[config.mk]
export PLATFORM = sky130hd
export DESIGN_NAME = id_ex_pipe_flat
export DESIGN_NICKNAME = d
export VERILOG_FILES = /design/src/rtl/id_ex_pkg.sv /design/src/rtl/id_ex_pipe_if.sv /design/src/rtl/id_ex_hazard_det.sv /design/src/rtl/id_ex_pipe.sv /design/src/flat_wrapper.sv
export SDC_FILE = /design/constraint.sdc
export NUM_CORES = 1
export LEC_CHECK = 0
export CAP_MARGIN = 20
export CORE_AREA = 5 5 187 189
export DETAILED_ROUTE_END_ITERATION = 7
export DIE_AREA = 0 0 192 194
export GPL_TIMING_DRIVEN = 0
export SYNTH_ARGS = -nofsm -noshare
export SYNTH_HDL_FRONTEND = slang
export SYNTH_HIERARCHICAL = 1
export SYNTH_SLANG_ARGS = --single-unit
[constraint.sdc]
create_clock -name clk_i -period 16.1 [get_ports clk_i]
set_input_delay 3.22 -clock clk_i [delete_from_list [all_inputs] [get_ports clk_i]]
set_output_delay 3.22 -clock clk_i [all_outputs]
set_load 0.02 [all_outputs]
[src/rtl/id_ex_pkg.sv]
// id_ex_pkg: shared types and constants for the ID/EX stage.
// Instruction field positions, FSM states, control bubble value.
package id_ex_pkg;

  typedef enum logic {
    ST_RUN   = 1'b0,
    ST_STALL = 1'b1
  } state_e;

  localparam int INST_W  = 32;
  localparam int RD_MSB  = 11;
  localparam int RD_LSB  = 7;
  localparam int RS1_MSB = 19;
  localparam int RS1_LSB = 15;
  localparam int RS2_MSB = 24;
  localparam int RS2_LSB = 20;

  // Control bundle value for a bubble (no writes, no memory op).
  localparam logic [63:0] CTRL_BUBBLE = '0;

endpackage

[src/rtl/id_ex_pipe_if.sv]
// id_ex_pipe_if: decode-side and EX-side bundle of the ID/EX stage.
// master = decode/EX environment, slave = the stage itself.
interface id_ex_pipe_if #(
  parameter int XLEN   = 32,
  parameter int CTRL_W = 12
);
  logic              id_valid_i;
  logic              id_ready_o;
  logic [31:0]       id_inst_i;
  logic [XLEN-1:0]   id_pc_i;
  logic [XLEN-1:0]   id_pc4_i;
  logic [XLEN-1:0]   id_rs1_data_i;
  logic [XLEN-1:0]   id_rs2_data_i;
  logic [XLEN-1:0]   id_imm_i;
  logic [CTRL_W-1:0] id_ctrl_i;
  logic              id_rs1_used_i;
  logic              id_rs2_used_i;
  logic              id_is_load_i;
  logic              wb_we_i;
  logic [4:0]        wb_rd_i;
  logic [XLEN-1:0]   wb_data_i;
  logic              flush_i;
  logic              ex_ready_i;
  logic              ex_valid_o;
  logic [31:0]       ex_inst_o;
  logic [XLEN-1:0]   ex_pc_o;
  logic [XLEN-1:0]   ex_pc4_o;
  logic [XLEN-1:0]   ex_rs1_o;
  logic [XLEN-1:0]   ex_rs2_o;
  logic [XLEN-1:0]   ex_imm_o;
  logic [CTRL_W-1:0] ex_ctrl_o;
  logic [4:0]        ex_rd_o;
  logic              ex_is_load_o;

  modport master (
    output id_valid_i, id_inst_i, id_pc_i, id_pc4_i,
    output id_rs1_data_i, id_rs2_data_i, id_imm_i,
    output id_ctrl_i, id_rs1_used_i, id_rs2_used_i,
    output id_is_load_i, wb_we_i, wb_rd_i, wb_data_i,
    output flush_i, ex_ready_i,
    input  id_ready_o, ex_valid_o, ex_inst_o, ex_pc_o,
    input  ex_pc4_o, ex_rs1_o, ex_rs2_o, ex_imm_o,
    input  ex_ctrl_o, ex_rd_o, ex_is_load_o
  );

  modport slave (
    input  id_valid_i, id_inst_i, id_pc_i, id_pc4_i,
    input  id_rs1_data_i, id_rs2_data_i, id_imm_i,
    input  id_ctrl_i, id_rs1_used_i, id_rs2_used_i,
    input  id_is_load_i, wb_we_i, wb_rd_i, wb_data_i,
    input  flush_i, ex_ready_i,
    output id_ready_o, ex_valid_o, ex_inst_o, ex_pc_o,
    output ex_pc4_o, ex_rs1_o, ex_rs2_o, ex_imm_o,
    output ex_ctrl_o, ex_rd_o, ex_is_load_o
  );
endinterface

[src/rtl/id_ex_hazard_det.sv]
// id_ex_hazard_det: combinational load-use hazard compare.
// Flags a decode consumer of a load destination still in EX.
module id_ex_hazard_det (
  input  logic       id_valid_i,
  input  logic       ex_valid_i,
  input  logic       ex_is_load_i,
  input  logic [4:0] ex_rd_i,
  input  logic [4:0] rs1_i,
  input  logic [4:0] rs2_i,
  input  logic       rs1_used_i,
  input  logic       rs2_used_i,
  output logic       hazard_o
);
  logic m1;
  logic m2;

  assign m1 = rs1_used_i & (rs1_i == ex_rd_i);
  assign m2 = rs2_used_i & (rs2_i == ex_rd_i);

  assign hazard_o = id_valid_i & ex_valid_i & ex_is_load_i
                  & (ex_rd_i != 5'd0) & (m1 | m2);
endmodule

[src/rtl/id_ex_pipe.sv]
// id_ex_pipe: ID/EX register with handshake, load-use stall, flush.
// Optional writeback bypass on capture: define WB_BYPASS_EN.
module id_ex_pipe
  import id_ex_pkg::*;
#(
  parameter int XLEN              = 32,
  parameter int CTRL_W            = 12,
  parameter int LOAD_STALL_CYCLES = 1,
  parameter int CNT_W             = 16
) (
  input  logic             clk_i,
  input  logic             rst_i,
  id_ex_pipe_if.slave      bus,
  output logic [CNT_W-1:0] stall_cnt_o,
  output logic [CNT_W-1:0] flush_cnt_o
);
  localparam int BCW = (LOAD_STALL_CYCLES > 1)
                     ? $clog2(LOAD_STALL_CYCLES) : 1;
  localparam logic [BCW-1:0] BCNT_LOAD =
    BCW'(LOAD_STALL_CYCLES - 1);
  localparam logic [CTRL_W-1:0] CTRL_NOP =
    CTRL_BUBBLE[CTRL_W-1:0];

  state_e            state_q, state_d;
  logic [BCW-1:0]    bcnt_q, bcnt_d;
  logic              valid_q, valid_d;
  logic [31:0]       inst_q, inst_d;
  logic [XLEN-1:0]   pc_q, pc_d;
  logic [XLEN-1:0]   pc4_q, pc4_d;
  logic [XLEN-1:0]   rs1_q, rs1_d;
  logic [XLEN-1:0]   rs2_q, rs2_d;
  logic [XLEN-1:0]   imm_q, imm_d;
  logic [CTRL_W-1:0] ctrl_q, ctrl_d;
  logic [4:0]        rd_q, rd_d;
  logic              ld_q, ld_d;
  logic [CNT_W-1:0]  stall_q, stall_d;
  logic [CNT_W-1:0]  flush_q, flush_d;

  logic       advance;
  logic       hazard;
  logic [4:0] rs1_idx;
  logic [4:0] rs2_idx;
  logic [XLEN-1:0] op1;
  logic [XLEN-1:0] op2;

  assign rs1_idx = bus.id_inst_i[RS1_MSB:RS1_LSB];
  assign rs2_idx = bus.id_inst_i[RS2_MSB:RS2_LSB];
  assign advance = ~valid_q | bus.ex_ready_i;

  id_ex_hazard_det u_haz (
    .id_valid_i   (bus.id_valid_i),
    .ex_valid_i   (valid_q),
    .ex_is_load_i (ld_q),
    .ex_rd_i      (rd_q),
    .rs1_i        (rs1_idx),
    .rs2_i        (rs2_idx),
    .rs1_used_i   (bus.id_rs1_used_i),
    .rs2_used_i   (bus.id_rs2_used_i),
    .hazard_o     (hazard)
  );

`ifdef WB_BYPASS_EN
  // Regfile reads before it writes, so take the in-flight WB value.
  logic byp1;
  logic byp2;
  assign byp1 = bus.wb_we_i & (bus.wb_rd_i != 5'd0)
              & (bus.wb_rd_i == rs1_idx);
  assign byp2 = bus.wb_we_i & (bus.wb_rd_i != 5'd0)
              & (bus.wb_rd_i == rs2_idx);
  assign op1 = byp1 ? bus.wb_data_i : bus.id_rs1_data_i;
  assign op2 = byp2 ? bus.wb_data_i : bus.id_rs2_data_i;
`else
  logic unused_wb;
  assign unused_wb = ^{bus.wb_we_i, bus.wb_rd_i, bus.wb_data_i};
  assign op1 = bus.id_rs1_data_i;
  assign op2 = bus.id_rs2_data_i;
`endif

  assign bus.id_ready_o = advance & (state_q == ST_RUN)
                        & ~hazard & ~bus.flush_i;

  // Next state: hold unless EX can take a new entry.
  always_comb begin
    state_d = state_q;
    bcnt_d  = bcnt_q;
    valid_d = valid_q;
    inst_d  = inst_q;
    pc_d    = pc_q;
    pc4_d   = pc4_q;
    rs1_d   = rs1_q;
    rs2_d   = rs2_q;
    imm_d   = imm_q;
    ctrl_d  = ctrl_q;
    rd_d    = rd_q;
    ld_d    = ld_q;
    stall_d = stall_q;
    flush_d = flush_q;
    if (advance) begin
      valid_d = 1'b0;
      inst_d  = '0;
      pc_d    = '0;
      pc4_d   = '0;
      rs1_d   = '0;
      rs2_d   = '0;
      imm_d   = '0;
      ctrl_d  = CTRL_NOP;
      rd_d    = '0;
      ld_d    = 1'b0;
      if (bus.flush_i) begin
        state_d = ST_RUN;
        bcnt_d  = '0;
        if (~&flush_q) flush_d = flush_q + CNT_W'(1);
      end else if (state_q == ST_STALL) begin
        bcnt_d = bcnt_q - BCW'(1);
        if (bcnt_q == BCW'(1)) state_d = ST_RUN;
        if (~&stall_q) stall_d = stall_q + CNT_W'(1);
      end else if (hazard) begin
        if (~&stall_q) stall_d = stall_q + CNT_W'(1);
        if (LOAD_STALL_CYCLES > 1) begin
          bcnt_d  = BCNT_LOAD;
          state_d = ST_STALL;
        end
      end else if (bus.id_valid_i) begin
        valid_d = 1'b1;
        inst_d  = bus.id_inst_i;
        pc_d    = bus.id_pc_i;
        pc4_d   = bus.id_pc4_i;
        rs1_d   = op1;
        rs2_d   = op2;
        imm_d   = bus.id_imm_i;
        ctrl_d  = bus.id_ctrl_i;
        rd_d    = bus.id_inst_i[RD_MSB:RD_LSB];
        ld_d    = bus.id_is_load_i;
      end
    end
  end

  // State, payload and counters; reset empties EX and returns to RUN.
  always_ff @(posedge clk_i or posedge rst_i) begin
    if (rst_i) begin
      state_q <= ST_RUN;
      bcnt_q  <= '0;
      valid_q <= 1'b0;
      inst_q  <= '0;
      pc_q    <= '0;
      pc4_q   <= '0;
      rs1_q   <= '0;
      rs2_q   <= '0;
      imm_q   <= '0;
      ctrl_q  <= '0;
      rd_q    <= '0;
      ld_q    <= 1'b0;
      stall_q <= '0;
      flush_q <= '0;
    end else begin
      state_q <= state_d;
      bcnt_q  <= bcnt_d;
      valid_q <= valid_d;
      inst_q  <= inst_d;
      pc_q    <= pc_d;
      pc4_q   <= pc4_d;
      rs1_q   <= rs1_d;
      rs2_q   <= rs2_d;
      imm_q   <= imm_d;
      ctrl_q  <= ctrl_d;
      rd_q    <= rd_d;
      ld_q    <= ld_d;
      stall_q <= stall_d;
      flush_q <= flush_d;
    end
  end

  assign bus.ex_valid_o   = valid_q;
  assign bus.ex_inst_o    = inst_q;
  assign bus.ex_pc_o      = pc_q;
  assign bus.ex_pc4_o     = pc4_q;
  assign bus.ex_rs1_o     = rs1_q;
  assign bus.ex_rs2_o     = rs2_q;
  assign bus.ex_imm_o     = imm_q;
  assign bus.ex_ctrl_o    = ctrl_q;
  assign bus.ex_rd_o      = rd_q;
  assign bus.ex_is_load_o = ld_q;
  assign stall_cnt_o      = stall_q;
  assign flush_cnt_o      = flush_q;
endmodule

[src/flat_wrapper.sv]
// flat-port wrapper written by rule: the top's interface ports become plain ports
module id_ex_pipe_flat import id_ex_pkg::*;
#(
  parameter int XLEN              = 32,
  parameter int CTRL_W            = 12,
  parameter int LOAD_STALL_CYCLES = 1,
  parameter int CNT_W             = 16
)
  (clk_i, rst_i, stall_cnt_o, flush_cnt_o, bus_id_valid_i, bus_id_inst_i, bus_id_pc_i, bus_id_pc4_i, bus_id_rs1_data_i, bus_id_rs2_data_i, bus_id_imm_i, bus_id_ctrl_i, bus_id_rs1_used_i, bus_id_rs2_used_i, bus_id_is_load_i, bus_wb_we_i, bus_wb_rd_i, bus_wb_data_i, bus_flush_i, bus_ex_ready_i, bus_id_ready_o, bus_ex_valid_o, bus_ex_inst_o, bus_ex_pc_o, bus_ex_pc4_o, bus_ex_rs1_o, bus_ex_rs2_o, bus_ex_imm_o, bus_ex_ctrl_o, bus_ex_rd_o, bus_ex_is_load_o);
  id_ex_pipe_if #(.XLEN(XLEN), .CTRL_W(CTRL_W)) bus_i ();
  input  logic clk_i;
  input  logic rst_i;
  output logic [CNT_W-1:0] stall_cnt_o;
  output logic [CNT_W-1:0] flush_cnt_o;
  input wire logic [$bits(bus_i.id_valid_i)-1:0] bus_id_valid_i;
  input wire logic [$bits(bus_i.id_inst_i)-1:0] bus_id_inst_i;
  input wire logic [$bits(bus_i.id_pc_i)-1:0] bus_id_pc_i;
  input wire logic [$bits(bus_i.id_pc4_i)-1:0] bus_id_pc4_i;
  input wire logic [$bits(bus_i.id_rs1_data_i)-1:0] bus_id_rs1_data_i;
  input wire logic [$bits(bus_i.id_rs2_data_i)-1:0] bus_id_rs2_data_i;
  input wire logic [$bits(bus_i.id_imm_i)-1:0] bus_id_imm_i;
  input wire logic [$bits(bus_i.id_ctrl_i)-1:0] bus_id_ctrl_i;
  input wire logic [$bits(bus_i.id_rs1_used_i)-1:0] bus_id_rs1_used_i;
  input wire logic [$bits(bus_i.id_rs2_used_i)-1:0] bus_id_rs2_used_i;
  input wire logic [$bits(bus_i.id_is_load_i)-1:0] bus_id_is_load_i;
  input wire logic [$bits(bus_i.wb_we_i)-1:0] bus_wb_we_i;
  input wire logic [$bits(bus_i.wb_rd_i)-1:0] bus_wb_rd_i;
  input wire logic [$bits(bus_i.wb_data_i)-1:0] bus_wb_data_i;
  input wire logic [$bits(bus_i.flush_i)-1:0] bus_flush_i;
  input wire logic [$bits(bus_i.ex_ready_i)-1:0] bus_ex_ready_i;
  output wire logic [$bits(bus_i.id_ready_o)-1:0] bus_id_ready_o;
  output wire logic [$bits(bus_i.ex_valid_o)-1:0] bus_ex_valid_o;
  output wire logic [$bits(bus_i.ex_inst_o)-1:0] bus_ex_inst_o;
  output wire logic [$bits(bus_i.ex_pc_o)-1:0] bus_ex_pc_o;
  output wire logic [$bits(bus_i.ex_pc4_o)-1:0] bus_ex_pc4_o;
  output wire logic [$bits(bus_i.ex_rs1_o)-1:0] bus_ex_rs1_o;
  output wire logic [$bits(bus_i.ex_rs2_o)-1:0] bus_ex_rs2_o;
  output wire logic [$bits(bus_i.ex_imm_o)-1:0] bus_ex_imm_o;
  output wire logic [$bits(bus_i.ex_ctrl_o)-1:0] bus_ex_ctrl_o;
  output wire logic [$bits(bus_i.ex_rd_o)-1:0] bus_ex_rd_o;
  output wire logic [$bits(bus_i.ex_is_load_o)-1:0] bus_ex_is_load_o;
  assign bus_i.id_valid_i = bus_id_valid_i;
  assign bus_i.id_inst_i = bus_id_inst_i;
  assign bus_i.id_pc_i = bus_id_pc_i;
  assign bus_i.id_pc4_i = bus_id_pc4_i;
  assign bus_i.id_rs1_data_i = bus_id_rs1_data_i;
  assign bus_i.id_rs2_data_i = bus_id_rs2_data_i;
  assign bus_i.id_imm_i = bus_id_imm_i;
  assign bus_i.id_ctrl_i = bus_id_ctrl_i;
  assign bus_i.id_rs1_used_i = bus_id_rs1_used_i;
  assign bus_i.id_rs2_used_i = bus_id_rs2_used_i;
  assign bus_i.id_is_load_i = bus_id_is_load_i;
  assign bus_i.wb_we_i = bus_wb_we_i;
  assign bus_i.wb_rd_i = bus_wb_rd_i;
  assign bus_i.wb_data_i = bus_wb_data_i;
  assign bus_i.flush_i = bus_flush_i;
  assign bus_i.ex_ready_i = bus_ex_ready_i;
  assign bus_id_ready_o = bus_i.id_ready_o;
  assign bus_ex_valid_o = bus_i.ex_valid_o;
  assign bus_ex_inst_o = bus_i.ex_inst_o;
  assign bus_ex_pc_o = bus_i.ex_pc_o;
  assign bus_ex_pc4_o = bus_i.ex_pc4_o;
  assign bus_ex_rs1_o = bus_i.ex_rs1_o;
  assign bus_ex_rs2_o = bus_i.ex_rs2_o;
  assign bus_ex_imm_o = bus_i.ex_imm_o;
  assign bus_ex_ctrl_o = bus_i.ex_ctrl_o;
  assign bus_ex_rd_o = bus_i.ex_rd_o;
  assign bus_ex_is_load_o = bus_i.ex_is_load_o;
  id_ex_pipe #(.XLEN(XLEN), .CTRL_W(CTRL_W), .LOAD_STALL_CYCLES(LOAD_STALL_CYCLES), .CNT_W(CNT_W)) u_core (.clk_i(clk_i), .rst_i(rst_i), .bus(bus_i), .stall_cnt_o(stall_cnt_o), .flush_cnt_o(flush_cnt_o));
endmodule
### Word level (Yosys, flattened, before mapping)

Index checks and enable logic that the tools add are counted.

* output and inout bits: 244
* register bits: 245
* input bits: 250
* word-level logic and storage cells: 91

* mux-type cells: 48
* eq/ne operators: 2
* add/subtract/negate cells: 3
* reduce and logical (&&, ||, !) cells: 8
* bitwise gates (word level): 16

Operators by type and width (count)
* two-way mux 32 bit: 24
* two-way mux 12 bit: 4
* two-way mux 16 bit: 3
* adder 16 x 1 -> 16 bit, second input constant: 2
* AND reduction 16 bit: 2
* two-way mux 5 bit: 4
* two-way mux 1 bit: 13
* == test 5 bit: 2
* bitwise AND 1 bit: 9
* AND reduction 3 bit: 2
* inverter 1 bit: 5
* nonzero test 5 bit: 1
* nonzero test 2 bit: 2
* OR 1 bit: 2
* AND reduction 2 bit: 1
* subtractor 1 bit, second input constant: 1

### Logic depth before layout (Yosys ltp)

* depth after elaboration: 7
* gate-level depth with buffers: 10
* gate-level depth less buffers: 9

### Modules after synthesis

Netlist, hierarchy kept.

Modules (own cells, without submodules)
* id_ex_pipe: area each 8867.3 µm², instances 1, cells each 613, seq. area each 6005.8 µm²
* id_ex_hazard_det: area each 131.4 µm², instances 1, cells each 17, seq. area each 0.0 µm²

### Worst setup path before layout

OpenSTA, ideal clock, no wires.

* path type: input-to-output
* start: in bus_id_inst_i[15]
* end: out bus_id_ready_o
* arrival time: 4.090 ns
* slack: 8.790 ns
* buffers on the path: 0
* stages: 5
* required time: 12.880 ns
* path through: xor2_1 nor4_1 nand3_1 a21oi_1 nor4_2

* cells in the longest elaborated chain, start to end: 7

Ends and longest elaborated chain
* start, declared: RTL line flat_wrapper.sv:16 `input wire logic [$bits(bus_i.id_inst_i)-1:0] bus_id_inst_i;`
* == test 5 bit: RTL line id_ex_hazard_det.sv:17 `assign m1 = rs1_used_i & (rs1_i == ex_rd_i);`
* bitwise AND 1 bit: RTL line id_ex_hazard_det.sv:17
* OR 1 bit: RTL line id_ex_hazard_det.sv:21 `& (ex_rd_i != 5'd0) & (m1 | m2);`
* bitwise AND 1 bit: RTL line id_ex_hazard_det.sv:21
* via u_core.hazard: RTL line id_ex_pipe.sv:40 `logic hazard;`
* inverter 1 bit: RTL line id_ex_pipe.sv:80 `& ~hazard & ~bus.flush_i;`
* bitwise AND 1 bit (2 in a row): RTL line id_ex_pipe.sv:80
* end, declared: RTL line flat_wrapper.sv:31 `output wire logic [$bits(bus_i.id_ready_o)-1:0] bus_id_ready_o;`

The timed path passes the listed nets, and every way through them passes these cells.

### Final worst setup path

* start: in bus_id_inst_i[21]
* end: out bus_id_ready_o

* cells in the longest elaborated chain, start to end: 7

Ends and longest elaborated chain
* == test 5 bit: RTL line id_ex_hazard_det.sv:18 `assign m2 = rs2_used_i & (rs2_i == ex_rd_i);`
* bitwise AND 1 bit: RTL line id_ex_hazard_det.sv:18
* OR 1 bit: RTL line id_ex_hazard_det.sv:21
* bitwise AND 1 bit: RTL line id_ex_hazard_det.sv:21
* via u_core.hazard: RTL line id_ex_pipe.sv:40
* inverter 1 bit: RTL line id_ex_pipe.sv:80
* bitwise AND 1 bit (2 in a row): RTL line id_ex_pipe.sv:80

The timed path passes the listed nets, and every way through them passes these cells.

==> results.cfg <==
[global_routing]
grt-busiest-layer = met2
grt.total_usage_pct = 16.59
grt_use_met2_pct = 27.08
grt_max_degree = 122
grt_pass1_vias = 7896
gr-total-overflow = 0
grt_antenna_before_repair = 0
gr-usage-met3_pct = 5.708
grt_pass1_wl_um = 48800
grtUsageMet1_pct = 20.55

[yosys]
yosys.cell_types.count = 37
synth_commonest_cells = 240 x dfrtp_1, 205 x a22o_1, 21 x buf_4
synth.most_common_cell = dfrtp_1
ys_seq_area_share_pct = 66.74
ys_top_cells_by_area = dfrtp_1 67%, a22o_1 20%, xor2_1 1.9%
syn-num-nets = 882
yosysTopAreaCell = dfrtp_1
synth-seq-cells = 240
synth_edf_count = 0
ys.flop_type = dfrtp_1
ys.warnings.count = 6
synth-async-reset-ratio_pct = 100.0
synth_top_area_share_pct = 66.74
synthCells = 630
avgSynthCellArea_sq_um = 14.28
syn-cell-area_sq_um = 8999

[placed_design]
dp_hpwl_um = 24200
dp_slack_ps = 7746
gp_congestion = 0.7975
placed_cells_incl_taps = 1533
buffer_ports.inserted = 454

[die]
die_h_um = 194
io-pin-count = 494
die_area_sq_um = 37250
core-area_sq_um = 33110
start_util_pct = 27.18
die_x_um = 192
std_cell_rows = 67

[route]
antenna_left = 0
routed_via_density = 4.689
drt_iter0_drc = 332
dr.pass1.iters = 5
drc = 0
via_count = 7418
wl_per_cell_um = 20.44
wl_um = 32330

[worst_setup_path]
r2r_slack_ps = 13400
critPathMaxFanout = 2
cp.arrival_ps = 5150
cp-start-kind = input pin
end_kind = output port
cp.required_ps = 12880
crit_type = input pin to output port

[sta]
min_period_ps = 8367
layout_setup_ws_ps = 7733
rsz0062_at_grt = no
drv_slew = 0
period_share_pct = 51.97
hold_violations = 0
max_freq_ghz = 0.1195
finClkSkew_ps = 13.42
slew_headroom_pct = 38.89
tightest_slew_ps = 916.7
setup_violations = 0
fin_tns_setup_ps = 0

[clock_tree]
clockBufferDepth = 3
htreeDepth = 1
numCtsBuffers = 29
postCtsSetupRepairBufs = 0
ctsResizeCount = 0
clock_tree.root_cell = clkbuf_16
path_clk_slew_ps = 50
cts_tree = built
cts_hold_buf = 0
cts.sinks = 240
clk_latency_ps = 540

[power_and_ir_drop]
power.leakage_nw = 6.647
vdd_drop_max_mv = 0.06520
powerDensity_nw_per_um2 = 106.3

[layout]
nets = 1368
fill_cells = 3030
layout-drive-gt1-share_pct = 7.496
area_delta_synth_final_pct = 67.76
final_cells = 1582
n_antenna_cell = 0

[status]
status = complete, no violations

[run]
maxCapViolCount = 0

[min_path]
hp-class = flop to flop
routing by layer:
layer,share of wire [%],wire length (um),vias up
li1,-,-,3360
met1,40,12870,3681
met2,47,15280,317
met3,9.8,3155,60
met4,3.2,1021,0
met5,0,0,-
kinds of logic after synthesis:
logic type | Yosys count | share of synthesized area [%]
xor+xnor | 39 | 3.796
compound gates | 215 | 21.04
mux | 3 | 0.4032
fa+ha+maj | 2 | 0.2780
simple gates | 77 | 4.477
buf+inv | 54 | 3.267
flops | 240 | 66.74
cell usage in the layout (no fill, tap or decap), drive strengths merged, types with 2 or more instances in the layout:
cell type      count
ha                 2
and3               4
nand2             17
nor4               5
mux2               2
a31oi              2
nand4             10
nand3             13
nor3               5
or2b               2
xnor2             19
a22o             205
clkinv             3
inv                2
buf               35
and2               2
clkdlybuf4s50    454
clkbuf            60
nor2              12
dfrtp            240
bufinv             3
nand2b             2
a21oi              2
xor2              20
critical path, stage by stage:
cell and delay, ps:
clkdlybuf4s50_1 450, xor2_1 160, nor4_1 280, nand3_1 130, a21oi_1 240, nor4_2 90, clkdlybuf4s50_1 570
sequential cells by signal (all words and copies together) (netlist names), 16 cells and up:
register	flops
u_core/bus.ex_imm_o	32
u_core/stall_cnt_o	16
u_core/bus.ex_pc4_o	32
u_core/bus.ex_pc_o	32
u_core/bus.ex_rs1_o	32
u_core/flush_cnt_o	16
u_core/bus.ex_inst_o	32
u_core/bus.ex_rs2_o	32
worst paths after layout:
check	cells after the start	to	from
setup / recovery	7	bus_id_ready_o	bus_id_inst_i[21]
max in group asynchronous	3	u_core/bus.ex_pc4_o[19]	rst_i
hold / removal	1	u_core/flush_cnt_o[4]	u_core/flush_cnt_o[4]
hold reg to reg	1	u_core/flush_cnt_o[4]	u_core/flush_cnt_o[4]
setup reg to reg	9	u_core/bus.ex_rs1_o[19]	u_core/bus.ex_inst_o[8]
min in group asynchronous	2	u_core/bus.ex_imm_o[15]	rst_i
layout make-up:
| cell class | count | area, sq um | share of cell area, % |
|---|---|---|---|
| timing repair buffer | 455 | 4572 | 30.29 |
| sequential | 240 | 6006 | 39.78 |
| inverter | 2 | 15.01 | 0.09946 |
| buffer | 52 | 286.5 | 1.898 |
| multi-input combinational | 336 | 2699 | 17.88 |
| clock inverter | 7 | 112.6 | 0.7460 |
| clock buffer | 42 | 844.6 | 5.595 |
| tap | 448 | 560.5 | 3.713 |
through the flow:
step | cell area [sq um] | power, mW | hold WS, ps | util, %
after floorplan | 8999 | 0.7952 | 493.6 | -
after global placement | 14100 | 0.9616 | 485.5 | 42.59
after detailed placement | 14140 | 0.9640 | 486.0 | 42.70
after CTS | 15100 | 1.634 | 493.4 | 45.59
after global routing | 15100 | 1.676 | 512.1 | 45.59
final | 15100 | 1.605 | 491.9 | 45.59
power by group:
group          switching, mW  total (mW)  internal [mW]  leakage (nW)
Combinational          0.135       0.280          0.144          2.95
Sequential            0.0301       0.671          0.640          3.23
Clock                  0.248       0.655          0.407         0.469
Power figures use the tool's default switching activity.
